### config.mk
export PLATFORM = sky130hd
export DESIGN_NAME = id_issue_ctrl
export DESIGN_NICKNAME = d
export VERILOG_FILES = /design/src/rtl/id_issue_ctrl.sv
export SDC_FILE = /design/constraint.sdc
export NUM_CORES = 1
export LEC_CHECK = 0
export BUFFER_PORTS_ARGS = -buffer_cell sky130_fd_sc_hd__buf_2
export CAP_MARGIN = 40
export CORE_UTILIZATION = 25
export DETAILED_ROUTE_END_ITERATION = 8
export GPL_TIMING_DRIVEN = 1
export MAX_ROUTING_LAYER = met4
export SLEW_MARGIN = 5
export SYNTH_ARGS = -nofsm -noshare
export SYNTH_HDL_FRONTEND = slang
export SYNTH_SLANG_ARGS = --single-unit
export TNS_END_PERCENT = 1
### constraint.sdc
create_clock -name clk -period 4.4 [get_ports clk]
set_input_delay 0.22 -clock clk [delete_from_list [all_inputs] [get_ports clk]]
set_output_delay 0.22 -clock clk [all_outputs]
set_load 0.01 [all_outputs]
### src/rtl/id_issue_ctrl.sv
// Decode/issue stage: one-entry output register behind a valid/ready
// handshake, a per-register pending-write scoreboard that stalls RAW and
// WAW hazards, branch-delay-slot tagging and reserved-instruction carry.
//
// Handshake semantics (both sides): a transfer happens on a rising clock
// edge where valid & ready are both high. A producer holding valid high
// keeps its payload stable until the transfer; ready never depends on
// valid on the same interface.
module id_issue_ctrl #(
    parameter int PC_W    = 32,
    parameter int RA_W    = 5,
    parameter int CNT_W   = 2,
    parameter int STALL_W = 32
) (
    input  logic               clk,
    input  logic               resetn,

    // upstream (fetch) side
    input  logic               in_valid,
    output logic               in_ready,
    input  logic [31:0]        in_inst,
    input  logic [PC_W-1:0]    in_pc,
    input  logic               in_ra_en,
    input  logic [RA_W-1:0]    in_ra_addr,
    input  logic               in_rb_en,
    input  logic [RA_W-1:0]    in_rb_addr,
    input  logic               in_wr_en,
    input  logic [RA_W-1:0]    in_wr_addr,
    input  logic               in_jump,
    input  logic               in_resv,

    // downstream (execute) side
    output logic               out_valid,
    input  logic               out_ready,
    output logic [31:0]        out_inst,
    output logic [PC_W-1:0]    out_pc,
    output logic               out_wr_en,
    output logic [RA_W-1:0]    out_wr_addr,
    output logic               out_bd,
    output logic               out_exc_ri,

    // writeback retire
    input  logic               wb_valid,
    input  logic [RA_W-1:0]    wb_addr,

    // exception entry / eret
    input  logic               flush,

    // status
    output logic               sb_err,
    output logic [STALL_W-1:0] stall_cnt
);

    localparam int               NREG    = 1 << RA_W;
    localparam logic [CNT_W-1:0] CNT_MAX = '1;
    localparam logic [RA_W-1:0]  REG_0   = '0;

    // Pending-write counters, one per architectural register. Entry 0 is
    // never incremented or decremented and therefore stays at zero.
    logic [CNT_W-1:0] cnt [NREG];

    // Set when the last issued instruction was a branch/jump, so the next
    // one to issue is its delay slot.
    logic bd_pending;

    logic we;
    logic ra_hazard;
    logic rb_hazard;
    logic wr_hazard;
    logic hazard;
    logic issue;
    logic drain;
    logic retire;
    logic retire_zero;

    // Hazard detection from counter values registered at cycle start, so a
    // retire in this cycle only unblocks a dependent instruction next cycle.
    always_comb begin
        we        = in_wr_en & ~in_resv & (in_wr_addr != REG_0);
        ra_hazard = in_ra_en & (in_ra_addr != REG_0) & (cnt[in_ra_addr] != '0);
        rb_hazard = in_rb_en & (in_rb_addr != REG_0) & (cnt[in_rb_addr] != '0);
        wr_hazard = we & (cnt[in_wr_addr] == CNT_MAX);
        hazard    = ra_hazard | rb_hazard | wr_hazard;
        in_ready  = ~flush & ~hazard & (~out_valid | out_ready);
    end

    // Transfer and retire qualifiers shared by the sequential blocks.
    always_comb begin
        issue       = in_valid & in_ready;
        drain       = out_valid & out_ready;
        retire      = wb_valid & (wb_addr != REG_0);
        retire_zero = retire & (cnt[wb_addr] == '0);
    end

    // Output register: load on issue, clear on drain, killed by flush.
    always_ff @(posedge clk or negedge resetn) begin
        if (!resetn) begin
            out_valid   <= 1'b0;
            out_inst    <= '0;
            out_pc      <= '0;
            out_wr_en   <= 1'b0;
            out_wr_addr <= '0;
            out_bd      <= 1'b0;
            out_exc_ri  <= 1'b0;
        end else if (flush) begin
            out_valid <= 1'b0;
        end else if (issue) begin
            out_valid   <= 1'b1;
            out_inst    <= in_inst;
            out_pc      <= in_pc;
            out_wr_en   <= we;
            out_wr_addr <= in_wr_addr;
            out_bd      <= bd_pending;
            out_exc_ri  <= in_resv;
        end else if (drain) begin
            out_valid <= 1'b0;
        end
    end

    // Delay-slot tracker: only an issue or a flush changes it, so it
    // survives any number of stall cycles between a branch and its slot.
    always_ff @(posedge clk or negedge resetn) begin
        if (!resetn) begin
            bd_pending <= 1'b0;
        end else if (flush) begin
            bd_pending <= 1'b0;
        end else if (issue) begin
            bd_pending <= in_jump;
        end
    end

    // Scoreboard counters: +1 on issue of a tracked write, -1 on retire,
    // unchanged when both hit the same register; a retire at zero holds 0.
    always_ff @(posedge clk or negedge resetn) begin
        if (!resetn) begin
            for (int i = 0; i < NREG; i++) begin
                cnt[i] <= '0;
            end
        end else if (flush) begin
            for (int i = 0; i < NREG; i++) begin
                cnt[i] <= '0;
            end
        end else begin
            for (int i = 1; i < NREG; i++) begin
                if ((issue & we & (in_wr_addr == RA_W'(i))) &&
                    !(retire & (wb_addr == RA_W'(i)))) begin
                    cnt[i] <= cnt[i] + 1'b1;
                end else if (!(issue & we & (in_wr_addr == RA_W'(i))) &&
                             (retire & (wb_addr == RA_W'(i))) &&
                             (cnt[i] != '0)) begin
                    cnt[i] <= cnt[i] - 1'b1;
                end
            end
        end
    end

    // Sticky scoreboard error: a retire for a register with nothing pending.
    // A flush suppresses the same-cycle retire, so it cannot set this flag.
    always_ff @(posedge clk or negedge resetn) begin
        if (!resetn) begin
            sb_err <= 1'b0;
        end else if (!flush && retire_zero) begin
            sb_err <= 1'b1;
        end
    end

    // Saturating count of cycles where an offered instruction was held off.
    always_ff @(posedge clk or negedge resetn) begin
        if (!resetn) begin
            stall_cnt <= '0;
        end else if (in_valid && !in_ready && !flush && (stall_cnt != '1)) begin
            stall_cnt <= stall_cnt + 1'b1;
        end
    end

endmodule
==> results.sh, run 1 <==
export IMPL_setup_viol=0
export IMPL_cts_clk_slew_worst_paths_ps=70
export IMPL_rows=72
export IMPL_status="completed"
export IMPL_num_vias=8961
export IMPL_rsz0062_at_grt="false"
export IMPL_syn_area_um2=9810
export IMPL_synth_fp_nets=1093
export IMPL_final_max_slew_viol_count=0
export IMPL_path_cells="nor2_1 -> o21ai_1 -> a221oi_1 -> a2111oi_0 -> a2111oi_2 -> buf_4 -> nand4_2 -> buf_4 -> nor4_1 -> nor2_1 -> a221oi_1"
export IMPL_min_to="out_pc[18]$_DFFE_PN0P_"
export IMPL_synth_seq_cells=169
export IMPL_placed_cells=1674
export IMPL_synth_top_family_by_area="simple AND/OR/NAND/NOR gates"
export IMPL_wire_per_inst_um=17.8
export IMPL_p_leak_nw=5.40
export IMPL_maxCapViolCount=0
export IMPL_async_reset_ff_share_pct=100
export IMPL_worst_slew_pin_slew_ps=818
export IMPL_cp_num_buf_inv=2
export IMPL_avgViaCountPerCell=5.05
export IMPL_period_needed_ps=3590
export IMPL_r2r_end="cnt[46]$_DFFE_PN0P_"
export IMPL_synth_edff_count=0
export IMPL_drive_above_1_share_pct=24.9
export IMPL_cts_sinks=169
export IMPL_io_pins=202
export IMPL_grt_pass1_wl_mm=47.3
export IMPL_grt_use_total_pct=15.9
export IMPL_cp_depth=11
export IMPL_drt_iter0_markers=843
export IMPL_cp_top_family="compound AO/OA/AOI/OAI gates"
export IMPL_crit_type="flop to flop"
export IMPL_dp_hpwl_mm=22.3
export IMPL_yosys_warnings=0
export IMPL_finClkSkew_ps=17.3
export IMPL_grt_max_degree=67
export IMPL_crit_path_end_kind="flop"
export IMPL_grt_pass1_vias=8302
export IMPL_cts_tree="built"
export IMPL_synth_largest_area_cell="dfrtp_1"
export IMPL_yosys_area_share_simple_pct=20.0
export IMPL_core_region_area_um2=38600
export IMPL_ys_flop_type="dfrtp_1"
export IMPL_drc=0
export IMPL_cts_made_buffers=17
export IMPL_synth_compound_area_share_pct=14.7
export IMPL_place_congestion=0.966
export IMPL_cpPeakStageDelay_ps=500
export IMPL_critPathSlowestCell="nand4_2"
export IMPL_antenna_left=0
export IMPL_fin_nets=1337
export IMPL_finalHoldViolCount=0
export IMPL_die_w_um=200
export IMPL_muxShareOfSynthArea_pct=14.1
export IMPL_yosys_area_top_type_share_pct=43.1
export IMPL_ys_types=79
export IMPL_dieArea_um2=40000
export IMPL_synth_top_cells_by_count="dfrtp_1 (169), nor2_1 (96), nand2_1 (81)"
export IMPL_io_buffers=201
export IMPL_p_per_area_nw_per_um2=331
export IMPL_r2r_cells=11
export IMPL_vdd_drop_max_mv=0.284
export IMPL_first_pass_iters=6
export IMPL_synth_xor_area_share_pct=3.66
export IMPL_netlist_instances=997
export IMPL_insertion_delay_ps=460
export IMPL_startpoint_type="flop"
export IMPL_hold_start="in_pc[18]"
export IMPL_r2r_setup_slack_ps=810
export IMPL_maxSlewHeadroom_pct=45.1
export IMPL_cts_max_level=4
export IMPL_crit_fanout=19
export IMPL_synthTopCellsByArea="dfrtp_1 (43%), mux2_1 (6.5%), mux4_2 (4.4%)"
export IMPL_die_h_um=200
export IMPL_initial_core_util_pct=25.4
export IMPL_fin_crit_sh_pct=81.7
export IMPL_ys_seq_area_share_pct=43.1
export IMPL_fin_setup_tns_ps=0
export IMPL_hold_path_class="primary input to flop"
export IMPL_globalRouteOverflowTotal=0
export IMPL_synth_most_common_cell="dfrtp_1"
export IMPL_dp_slack_ps=692
export IMPL_cts_resized=0
export IMPL_cts_buffer_depth=2
export IMPL_drt_total_wl_mm=31.5
export IMPL_antenna_found_initial=1
export IMPL_rr_startpoint="cnt[54]$_DFFE_PN0P_"
export IMPL_final_cells=1773
export IMPL_cts_root_buffer="clkbuf_16"
export IMPL_arrival_ps=3940
export IMPL_syn_to_final_growth_pct=27.9
export IMPL_holdPathStages=2
export IMPL_synth_fa_ha_area_share_pct=0.128
export IMPL_postLayoutSetupSlackWorst_ps=806
export IMPL_max_freq_mhz=278
export IMPL_required_ps=4740
export IMPL_final_util_pct=32.5
export IMPL_avgSynthCellArea_um2=9.84
[flip-flops by register name (all words and copies together), names as in the netlist]
signal       flops
bd_pending       1
cnt             62
out_bd           1
out_exc_ri       1
out_inst        32
out_pc          32
out_valid        1
out_wr_addr      5
out_wr_en        1
sb_err           1
stall_cnt       32
[routing by layer]
metal	routed length, µm	vias up	GRT usage, %
li1	-	4149	-
met1	13500	4396	20.7
met2	15000	354	24.1
met3	2190	62	3.49
met4	916	0	6.19
met5	0	-	-
[cell type report]
class                   instances  area, µm²
diodes                          1       2.50
clock buffers                  17        425
clock inverters                15        155
fillers                      3912      26100
inverters                      25       93.8
multi-input cells             745       5160
flip-flops and latches        169       4230
well taps                     518        648
repair buffers                283       1830
[through the flow]
stage	hold slack (ps)	cell area (µm²)	power, W
after floorplan	-75.6	9810	0.00224
after global placement	395	11300	0.00260
after detailed placement	129	11300	0.00262
after CTS	5.50	12500	0.00421
after global routing	18.4	12500	0.00436
final	23.3	12500	0.00416
[power breakdown]
part	total, W	internal (W)	leakage (nW)	switching (W)
logic	0.000805	0.000362	2.93	0.000443
clock network	0.00152	0.000759	0.288	0.000760
registers	0.00183	0.00173	2.18	0.000103
[worst register-to-register path, cell delays in order (launching register included)]
cell and delay [ps]:
dfrtp_1 420, nor2_1 310, o21ai_1 170, a221oi_1 290, a2111oi_0 170, a2111oi_2 400
buf_4 200, nand4_2 510, buf_4 380, nor4_1 290, nor2_1 70, a221oi_1 280
[cells by family after synthesis]
kind of cell | count (synthesis)
AO/OA/AOI/OAI | 220
multiplexers | 102
flip-flops | 169
AND/OR/NAND/NOR | 381
adder cells (fa/ha/maj) | 1
XOR/XNOR | 41
buffers and inverters | 83
[cell usage in the layout (no fill, tap or decap), drive strengths merged, types with 6 or more instances in the layout]
| cell type | synthesis | layout |
|---|---|---|
| dfrtp | 169 | 169 |
| a221oi | 7 | 7 |
| xor2 | 10 | 10 |
| nand3 | 40 | 40 |
| nand2 | 81 | 81 |
| mux2i | 6 | 6 |
| and2 | 13 | 13 |
| nand2b | 16 | 16 |
| nor3 | 37 | 37 |
| xnor2 | 31 | 31 |
| o21ai | 54 | 54 |
| nor4 | 12 | 12 |
| and3 | 20 | 20 |
| clkbuf | 26 | 17 |
| or2 | 7 | 7 |
| buf | 32 | 217 |
| clkinv | 0 | 7 |
| mux2 | 75 | 75 |
| inv | 25 | 33 |
| mux4 | 21 | 21 |
| dlygate4sd3 | 0 | 66 |
| nand4 | 15 | 15 |
| nand4b | 6 | 6 |
| a211oi | 24 | 24 |
| o211ai | 9 | 9 |
| a21oi | 61 | 61 |
| nor2b | 13 | 13 |
| nor2 | 98 | 98 |
[how the worst max path moves through the flow]
stage | from | end | slack, ps
finish | cnt[54]$_DFFE_PN0P_ | cnt[46]$_DFFE_PN0P_ | 810
global route | cnt[54]$_DFFE_PN0P_ | cnt[46]$_DFFE_PN0P_ | 490
CTS | cnt[54]$_DFFE_PN0P_ | cnt[46]$_DFFE_PN0P_ | 870
detailed placement | in_wr_addr[0] | cnt[46]$_DFFE_PN0P_ | 690
global placement | in_wr_addr[0] | cnt[46]$_DFFE_PN0P_ | 740
floorplan | cnt[52]$_DFFE_PN0P_ | cnt[30]$_DFFE_PN0P_ | 1630
[timing repair]
item                      CTS  global route
hold buffers               66             0
buffers inserted            0             0
hold endpoints to repair   98             0
Note: power is estimated with default switching activity, not from simulation.
==> run 2: changes to the inputs <==
==> constraint.sdc (replaced) <==
create_clock -name clk -period 2.95 [get_ports clk]
set_input_delay 0.1475 -clock clk [delete_from_list [all_inputs] [get_ports clk]]
set_output_delay 0.1475 -clock clk [all_outputs]
set_load 0.01 [all_outputs]
==> run 2 against run 1 <==
Against the previous run: the run now ends with setup timing left; flip-flop and latch count stayed put; fmax is 19% higher; largest power group unchanged; critical path type unchanged; worst hold slack better by 72 ps; sequential power is 50% higher; clock power is 55% higher; final area is 12% higher.
==> results.sh, run 2 (same netlist as run 1, synthesis figures left out) <==
export IMPL_status="finished with violations"
export IMPL_violations="setup timing"
export IMPL_fin_nets=1453
export IMPL_num_vias=9508
export IMPL_die_h_um=200
export IMPL_final_max_slew_viol_count=0
export IMPL_path_cells="nor2_1 -> o221a_1 -> mux4_2 -> nor4b_4 -> a2111oi_4 -> o211ai_4 -> buf_6 -> nor2_4 -> buf_12 -> clkbuf_16 -> mux2_4"
export IMPL_postLayoutSetupSlackWorst_ps=-70.6
export IMPL_p_total_w=0.00653
export IMPL_use_met3_pct=3.38
export IMPL_largest_register_ff_count=62
export IMPL_syn_to_final_growth_pct=42.7
export IMPL_cts_buffer_depth=2
export IMPL_rsz0062_at_grt="true"
export IMPL_antenna_left=0
export IMPL_required_ps=3280
export IMPL_cts_sinks=169
export IMPL_worst_slew_pin_slew_ps=928
export IMPL_fin_crit_sh_pct=102
export IMPL_cts_max_level=4
export IMPL_core_region_area_um2=38600
export IMPL_final_util_pct=36.2
export IMPL_crit_fanout=6
export IMPL_globalRouteOverflowTotal=0
export IMPL_max_freq_mhz=331
export IMPL_place_congestion=0.965
export IMPL_setup_viol=53
export IMPL_arrival_ps=3350
export IMPL_maxCapViolCount=0
export IMPL_top_register="cnt"
export IMPL_drt_total_wl_mm=34.8
export IMPL_critPathSlowestCell="dfrtp_1"
export IMPL_cts_root_buffer="clkbuf_16"
export IMPL_p_per_area_nw_per_um2=467
export IMPL_cp_top_family="compound AO/OA/AOI/OAI gates"
export IMPL_layout_commonest_cell="buf_2"
export IMPL_cpPeakStageDelay_ps=430
export IMPL_crit_path_end_kind="flop"
export IMPL_rows=72
export IMPL_io_buffers=201
export IMPL_cts_tree="built"
export IMPL_wire_per_inst_um=18.4
export IMPL_insertion_delay_ps=460
export IMPL_fillers=3797
export IMPL_dieArea_um2=40000
export IMPL_vdd_drop_max_mv=0.393
export IMPL_grt_pass1_vias=9269
export IMPL_period_needed_ps=3020
export IMPL_hold_path_class="primary input to flop"
export IMPL_io_pins=202
export IMPL_finClkSkew_ps=14.0
export IMPL_drc=0
export IMPL_finalHoldViolCount=0
export IMPL_grt_use_met2_pct=27.6
export IMPL_avgViaCountPerCell=5.03
export IMPL_drt_iter0_markers=649
export IMPL_grt_most_used_layer="met2"
export IMPL_mostFrequentLayoutCells="buf_2 (200), dfrtp_1 (164), buf_4 (115)"
export IMPL_cp_num_buf_inv=3
export IMPL_multi_input_area_um2=5560
export IMPL_cts_made_buffers=17
export IMPL_placed_cells=1777
export IMPL_final_cells=1890
export IMPL_startpoint_type="flop"
export IMPL_drive_above_1_share_pct=36.4
export IMPL_p_leak_nw=6.23
export IMPL_die_w_um=200
export IMPL_grt_pass1_wl_mm=51.4
export IMPL_grt_max_degree=66
export IMPL_met1_usage_pct=22.0
export IMPL_dp_hpwl_mm=24.7
export IMPL_cts_clk_slew_worst_paths_ps=70
export IMPL_first_pass_iters=5
export IMPL_antenna_found_initial=2
export IMPL_maxSlewHeadroom_pct=37.6
export IMPL_final_seq_area_um2=4240
export IMPL_initial_core_util_pct=25.4
export IMPL_grt_use_total_pct=17.5
export IMPL_crit_type="flop to flop"
## run 2: changes by cell type in the layout (fill, tap and decap cells not counted), sizes merged
| cell | change |
|---|---|
| inv | -1 |
| clkbuf | +4 |
| buf | +112 |
| dlygate4sd3 | +1 |
| clkinv | -3 |
| bufinv | +2 |
| diode | +1 |
| clkinvlp | +1 |
## run 2: worst reg2reg max path, stage by stage (launching register included)
cell and delay, ps:
dfrtp_1 430, nor2_1 320, o221a_1 270, mux4_2 270, nor4b_4 60, a2111oi_4 340
o211ai_4 170, buf_6 160, nor2_4 220, buf_12 190, clkbuf_16 170, mux2_4 310
## run 2: final timing paths
path / start / to / slack, ps / cells after the start
worst min register to register: out_pc[0]$_DFFE_PN0P_ / out_pc[0]$_DFFE_PN0P_ / 480 / 1
max in group asynchronous: resetn / out_inst[10]$_DFFE_PN0P_ / 1980 / 3
min in group asynchronous: resetn / out_pc[26]$_DFFE_PN0P_ / 140 / 2
worst max register to register: cnt[58]$_DFFE_PN0P_ / out_inst[23]$_DFFE_PN0P_ / -70 / 11
worst min-delay path: out_ready / out_valid$_DFFE_PN0P_ / 100 / 3
worst max-delay path: cnt[58]$_DFFE_PN0P_ / out_inst[23]$_DFFE_PN0P_ / -70 / 11
## run 2: layout make-up
class / instances / area share [%]
multi-input cells: 745 / 39.7
flip-flops and latches: 169 / 30.3
repair buffers: 399 / 20.4
well taps: 518 / 4.63
clock buffers: 18 / 3.14
clock inverters: 14 / 1.15
inverters: 25 / 0.671
diodes: 2 / 0.0358
## run 2: report_power, final
group	switching [W]	internal (W)	total, W	leakage, nW
Clock	0.00107	0.00129	0.00236	0.296
Combinational	0.000727	0.000692	0.00142	3.75
Sequential	0.000161	0.00258	0.00274	2.18
## run 2: through the flow
stage	setup TNS (ps)	hold WS [ps]	area, µm²	setup WS [ps]
6_report	-1990	95.1	14000	-70.6
5_1_grt	-5870	94.7	14000	-113
4_1_cts	-228	-83.3	13600	-18.1
3_5_place_dp	-2980	46.5	12100	-110
3_3_place_gp	-2050	39.1	12100	-42.4
2_1_floorplan	0	-148	9810	178
## run 2: routing by layer
metal / vias to the layer above / part of all wire, %
met4: 0 / 3.1
met2: 309 / 48
met3: 64 / 5.6
li1: 4383 / -
met5: - / 0
met1: 4752 / 43
## run 2: repair_timing
item                       CTS  global route
cloned                       1             4
setup buffers                8             2
hold buffers                66             1
setup endpoints to repair   85           130
resized for setup           37            71
hold endpoints to repair   158             1
pin swaps                   10            15
